==> config.mk <==
export PLATFORM = sky130hd
export DESIGN_NAME = seg_digit_scan
export DESIGN_NICKNAME = d
export VERILOG_FILES = /design/src/rtl/seg_pkg.sv /design/src/rtl/bin2bcd_dd.sv /design/src/rtl/seg_digit_scan.sv
export SDC_FILE = /design/constraint.sdc
export NUM_CORES = 1
export LEC_CHECK = 0
export ABC_AREA = 1
export CORE_ASPECT_RATIO = 0.5
export CORE_UTILIZATION = 43
export DETAILED_ROUTE_END_ITERATION = 6
export HOLD_SLACK_MARGIN = 0.02
export PLACE_DENSITY_LB_ADDON = 0.2
export SLEW_MARGIN = 20
export SYNTH_ARGS = -nofsm -noshare
export SYNTH_HDL_FRONTEND = slang
export SYNTH_SLANG_ARGS = --single-unit
==> constraint.sdc <==
create_clock -name clkIn -period 2.4 [get_ports clkIn]
set_input_delay 0.6 -clock clkIn [delete_from_list [all_inputs] [get_ports clkIn]]
set_output_delay 0.6 -clock clkIn [all_outputs]
set_load 0.1 [all_outputs]
==> src/rtl/seg_pkg.sv <==
// Shared constants and FSM encoding for the multiplexed 4-digit decimal display.
package seg_pkg;

  localparam logic [4:0] BLANK_CODE = 5'h1F;
  localparam int         NUM_DIGITS = 4;
  localparam int         MAX_VALUE  = 9999;
  localparam int         VALUE_W    = 14;
  localparam int         BCD_W      = 4 * NUM_DIGITS;
  localparam int         DD_ITERS   = VALUE_W;

  typedef enum logic [1:0] {
    ST_IDLE    = 2'd0,
    ST_CONVERT = 2'd1,
    ST_COMMIT  = 2'd2
  } scan_state_e;

  function automatic logic [VALUE_W-1:0] clamp_value(input logic [VALUE_W-1:0] v);
    return (v > VALUE_W'(MAX_VALUE)) ? VALUE_W'(MAX_VALUE) : v;
  endfunction

endpackage

==> src/rtl/bin2bcd_dd.sv <==
// Sequential double-dabble: one add-3/shift iteration per cycle after start_i.
// done_o flags the cycle in which the final iteration is applied.
module bin2bcd_dd
  import seg_pkg::*;
(
  input  logic               clk_i,
  input  logic               srst_i,
  input  logic               start_i,
  input  logic [VALUE_W-1:0] bin_i,
  output logic               done_o,
  output logic [BCD_W-1:0]   bcd_o
);

  localparam int SR_W  = BCD_W + VALUE_W;
  localparam int CNT_W = $clog2(DD_ITERS);

  logic [SR_W-1:0]  sr_q, sr_d;
  logic [CNT_W-1:0] cnt_q, cnt_d;
  logic             run_q, run_d;
  logic [BCD_W-1:0] adj;
  logic             last_iter;

  generate
    for (genvar gi = 0; gi < NUM_DIGITS; gi++) begin : g_adj
      logic [3:0] nib;
      assign nib            = sr_q[VALUE_W + 4*gi +: 4];
      assign adj[4*gi +: 4] = (nib >= 4'd5) ? nib + 4'd3 : nib;
    end
  endgenerate

  assign last_iter = run_q && (cnt_q == CNT_W'(DD_ITERS - 1));

  always_comb begin
    sr_d  = sr_q;
    cnt_d = cnt_q;
    run_d = run_q;
    if (start_i) begin
      sr_d  = {{BCD_W{1'b0}}, bin_i};
      cnt_d = '0;
      run_d = 1'b1;
    end else if (run_q) begin
      sr_d  = {adj, sr_q[VALUE_W-1:0]} << 1;
      cnt_d = cnt_q + 1'b1;
      if (last_iter) run_d = 1'b0;
    end
  end

  always_ff @(posedge clk_i) begin
    if (srst_i) begin
      sr_q  <= '0;
      cnt_q <= '0;
      run_q <= 1'b0;
    end else begin
      sr_q  <= sr_d;
      cnt_q <= cnt_d;
      run_q <= run_d;
    end
  end

  assign done_o = last_iter;
  assign bcd_o  = sr_q[SR_W-1 -: BCD_W];

endmodule

==> src/rtl/seg_digit_scan.sv <==
// Binary-to-decimal 4-digit display driver: captures a value, converts it to
// blanked BCD codes, and time-multiplexes them onto active-low anodes.
module seg_digit_scan
  import seg_pkg::*;
#(
  parameter int REFRESH_DIV = 50000
) (
  input  logic               clkIn,
  input  logic               rstIn,
  input  logic [VALUE_W-1:0] valueIn,
  input  logic               loadIn,
  output logic               busyOut,
  output logic               overflowOut,
  output logic [4:0]         digitOut,
  output logic [3:0]         anodeOut
);

  localparam int CNT_W = (REFRESH_DIV > 1) ? $clog2(REFRESH_DIV) : 1;
  localparam int IDX_W = $clog2(NUM_DIGITS);

  scan_state_e      state_q, state_d;
  logic             accept, commit;
  logic             dd_done;
  logic [BCD_W-1:0] dd_bcd;
  logic             ovf_q;
  logic [4:0]       code_d   [NUM_DIGITS];
  logic [4:0]       stored_q [NUM_DIGITS];
  logic [CNT_W-1:0] cnt_q, cnt_d;
  logic [IDX_W-1:0] idx_q, idx_d;
  logic             tick;
  logic [3:0]       anode_q;
  logic [4:0]       digit_q;

  always_ff @(posedge clkIn) begin
    if (rstIn) state_q <= ST_IDLE;
    else       state_q <= state_d;
  end

  always_comb begin
    state_d = state_q;
    case (state_q)
      ST_IDLE:    if (accept) state_d = ST_CONVERT;
      ST_CONVERT: if (dd_done) state_d = ST_COMMIT;
      ST_COMMIT:  state_d = ST_IDLE;
      default:    state_d = ST_IDLE;
    endcase
  end

  always_comb begin
    busyOut = (state_q != ST_IDLE);
    accept  = loadIn && (state_q == ST_IDLE);
    commit  = (state_q == ST_COMMIT);
  end

  bin2bcd_dd u_dd (
    .clk_i   (clkIn),
    .srst_i  (rstIn),
    .start_i (accept),
    .bin_i   (clamp_value(valueIn)),
    .done_o  (dd_done),
    .bcd_o   (dd_bcd)
  );

  always_ff @(posedge clkIn) begin
    if (rstIn)       ovf_q <= 1'b0;
    else if (accept) ovf_q <= (valueIn > VALUE_W'(MAX_VALUE));
  end
  assign overflowOut = ovf_q;

  // Leading-zero blanking: a digit shows only if it or a higher digit is nonzero.
  always_comb begin
    logic       seen;
    logic [3:0] nib;
    seen = 1'b0;
    for (int i = NUM_DIGITS - 1; i >= 0; i--) begin
      nib       = dd_bcd[4*i +: 4];
      seen      = seen | (nib != 4'd0) | (i == 0);
      code_d[i] = seen ? {1'b0, nib} : BLANK_CODE;
    end
  end

  always_ff @(posedge clkIn) begin
    for (int i = 0; i < NUM_DIGITS; i++) begin
      if (rstIn)       stored_q[i] <= BLANK_CODE;
      else if (commit) stored_q[i] <= code_d[i];
    end
  end

  assign tick  = (cnt_q == CNT_W'(REFRESH_DIV - 1));
  assign cnt_d = tick ? '0 : cnt_q + 1'b1;
  assign idx_d = (idx_q == IDX_W'(NUM_DIGITS - 1)) ? '0 : idx_q + 1'b1;

  // stored_q is read before a same-edge commit lands, so a coinciding tick shows the old digit.
  always_ff @(posedge clkIn) begin
    if (rstIn) begin
      cnt_q   <= '0;
      idx_q   <= IDX_W'(NUM_DIGITS - 1);
      anode_q <= 4'hF;
      digit_q <= BLANK_CODE;
    end else begin
      cnt_q <= cnt_d;
      if (tick) begin
        idx_q   <= idx_d;
        anode_q <= ~(4'b0001 << idx_d);
        digit_q <= stored_q[idx_d];
      end
    end
  end

  assign anodeOut = anode_q;
  assign digitOut = digit_q;

endmodule

==> results_dict.tcl <==
set metrics [dict create \
    die-area_mm2 0.0105 \
    dieHeight_um 73.1 \
    slew_viol_final 0 \
    worstPathMaxFanout 4 \
    synth_seq_cells 85 \
    switching_share_pct 25.0 \
    setup-tns-final_ns 0 \
    p_total_mw 3.23 \
    critPathCaptureType "primary output" \
    antenna_found_initial 0 \
    vias 3576 \
    synth.distinct_cells 37 \
    drc_errors 0 \
    wire_per_inst_um 11.0 \
    timing.rr.start "cnt_q[0]$_SDFF_PP0_" \
    r2r_end "cnt_q[10]$_SDFF_PP0_" \
    min_path_type "reg2reg" \
    finalCritPeriodShare_pct 77.7 \
    synthesis.area_mm2 0.00434 \
    setup_viol 0 \
    floorplan.initialDensity_pct 45.1 \
    cts_tree "built" \
    clk_latency_ns 0.34 \
    first_global_vias 3115 \
    cts_setup_buffers 0 \
    power_density_mw_per_mm2 645 \
    seq_area_frac_synth_pct 43.8 \
    postRouteAntennaNets 0 \
    ys_warn_count 0 \
    die_x_um 144 \
    irDropWorstVdd_v 0.000339 \
    crit_type "reg2out" \
    synth_xor_area_share_pct 1.01 \
    min_period_ns 1.86 \
    io_pins 28 \
    synthToLayoutAreaGrowth_pct 15.3 \
    holdPathStages 2 \
    cts_buffer_depth 2 \
    num_rows 25 \
    cts_resized 0 \
    fin_skew_ns 0.00626 \
    p_int_mw 2.42 \
    leakage_nw 2.04 \
    ys.flop_type "dfxtp_1" \
    maxCapViolations 0 \
    slew_headroom_pct 73.7 \
    synth_edf_count 20 \
    num_antenna_cells 0 \
    synth_top_family_by_area "simple AND/OR/NAND/NOR gates" \
    num-fill-cells 933 \
    vias_per_cell 4.73 \
    outcome "completed" \
    hpwl_um 6010 \
    comb_power_share_pct 9.4 \
    hold_start "overflowOut$_SDFFE_PP0P_" \
    syn_inst 588 \
    cp.arrival_ns 1.26 \
    place.gp.congestion 0.769 \
    cts_hold_buf 0 \
    portBuffers 27 \
    synth-simple-area-share_pct 31.5 \
    synth_compound_area_share_pct 8.70 \
    netSwitchingPower_mw 0.807 \
    synth_fp_nets 623 \
    clk_pin_slew_ns 0.06 \
    cp.required_ns 1.80 \
    clockPowerShare_pct 43.1 \
    worst_pin_slew_ns 0.393 \
    start_kind "register" \
    numCtsBuffers 9 \
    final_hold_viol_count 0 \
    firstDrtPassIters 5 \
    seqPwrFrac_pct 47.5 \
    totalWireLength_um 8320 \
    coreArea_mm2 0.00963 \
    grt_usage_pct 17.8 \
    reg2reg_depth 6 \
    drt-initial-drc-count 142 \
    drive_gt1_share_pct 10.5 \
    async_reset_ff_share_pct 0 \
    grt_max_degree 23 \
    grt_overflow 0 \
    cts_sinks 85 \
    ff2ff_setup_slack_ns 0.59 \
    ctsHtreeMaxLevel 3 \
    timing.fmax_ghz 0.536 \
    nNetsFinal 651 \
    syn_area_per_cell_um2 7.39 \
    synth_adder_area_share_pct 5.18 \
    clock-root-buffer "clkbuf_16" \
    grt_pass1_wl_um 14300 \
    rsz0062_at_grt "no" \
    yosys-mux-area-fraction_pct 0 \
    min_to "overflowOut$_SDFFE_PP0P_" \
]
[state kept, by name, indices dropped and copies added, names as in the netlist, 2 cells and up]
register    cells
idx_q           2
u_dd.cnt_q      4
stored_q       20
anodeOut        4
state_q         2
cnt_q          16
digitOut        5
u_dd.sr_q      30
[per-stage QoR]
stage / setup slack [ns] / util, % / hold slack (ns) / std cells / instance area (µm²)
floorplan: 0.138 / - / 0.438 / 588 / 4340
global placement: 0.370 / 48.9 / 0.460 / 740 / 4710
detailed placement: 0.350 / 48.9 / 0.446 / 740 / 4710
CTS: 0.512 / 52.0 / 0.464 / 756 / 5010
global route: 0.423 / 52.0 / 0.469 / 756 / 5010
finish: 0.536 / 52.0 / 0.460 / 756 / 5010
[how the worst max path moves through the flow]
stage	from	depth (start not counted)	slack, ns	to
floorplan	state_q[1]$_SDFFE_PP0P_	2	0.14	stored_q[0][0]$_SDFFCE_PN1P_
global placement	rstIn	6	0.37	stored_q[2][1]$_SDFFCE_PN1P_
detailed placement	rstIn	6	0.35	stored_q[2][3]$_SDFFCE_PN1P_
CTS	state_q[0]$_SDFFE_PP0P_	3	0.51	busyOut
global route	cnt_q[0]$_SDFF_PP0_	6	0.42	cnt_q[14]$_SDFF_PP0_
finish	state_q[0]$_SDFFE_PP0P_	3	0.54	busyOut
[synthesized netlist by cell type (all sizes together), types with 3 or more instances]
master  instances  share of area, %
a21oi          33               4.3
buf            15               2.3
clkbuf          4              0.35
dfxtp          65                30
edfxtp         20                14
ha             18               5.2
inv            81               7.1
nand2         166                15
nand3          73               8.4
nand4           3              0.43
nor2           58               6.4
nor3            4              0.72
o21a            3              0.52
o21ai          28               3.2
or2             3              0.43
xor2            3              0.60
[power groups by stage]
stage	Clock [mW]	Combinational, mW	Sequential [mW]
floorplan	0	0.229	1.56
detailed placement	0	0.305	1.56
global route	1.49	0.342	1.54
finish	1.39	0.303	1.53
global placement	0	0.304	1.56
CTS	1.43	0.305	1.53
[final cells by class]
type / instances / area, µm² / share of cell area (%)
multi-input combinational: 401 / 2010 / 40.2
inverter: 83 / 314 / 6.27
clock buffer: 9 / 225 / 4.50
sequential: 85 / 1900 / 38.0
tap: 135 / 169 / 3.37
timing repair buffer: 36 / 310 / 6.20
clock inverter: 7 / 72.6 / 1.45
[cell families after synthesis]
logic type      count (synthesis)
compound gates                 68
buf+inv                       102
flops                          85
simple gates                  310
xor+xnor                        5
fa+ha+maj                      18
[layout by cell type, fill, tap and decap left out, types with 2 or more instances in the layout]
cell,count
edfxtp_1,20
nor2_4,2
xor2_1,3
nand3_1,73
ha_1,18
nor2_2,5
clkinv_1,2
clkinvlp_4,2
o21ai_1,6
clkbuf_16,9
nand2_1,163
clkinv_2,2
nor3_1,3
nand2_2,2
inv_1,72
or2_0,2
clkdlybuf4s50_1,16
o21a_1,3
buf_4,20
dfxtp_1,65
nor2_8,2
nor2_1,49
a21oi_2,6
nand4_1,3
inv_2,8
xnor2_1,2
a21oi_1,27
inv_6,2
o211ai_1,2
o21ai_0,22
[worst max-delay path, stage by stage, from the launching register on]
cell,delay (ns)
dfxtp_1,0.44
inv_2,0.08
nand2_4,0.10
buf_4,0.29
[layer usage]
layer,GRT usage (%),vias up,wire (µm)
met5,0,-,0
met4,5.96,0,100
met3,5.51,8,394
met2,26.4,70,3330
met1,24.7,1573,4490
li1,-,1925,-
Power figures use the tool's default switching activity.
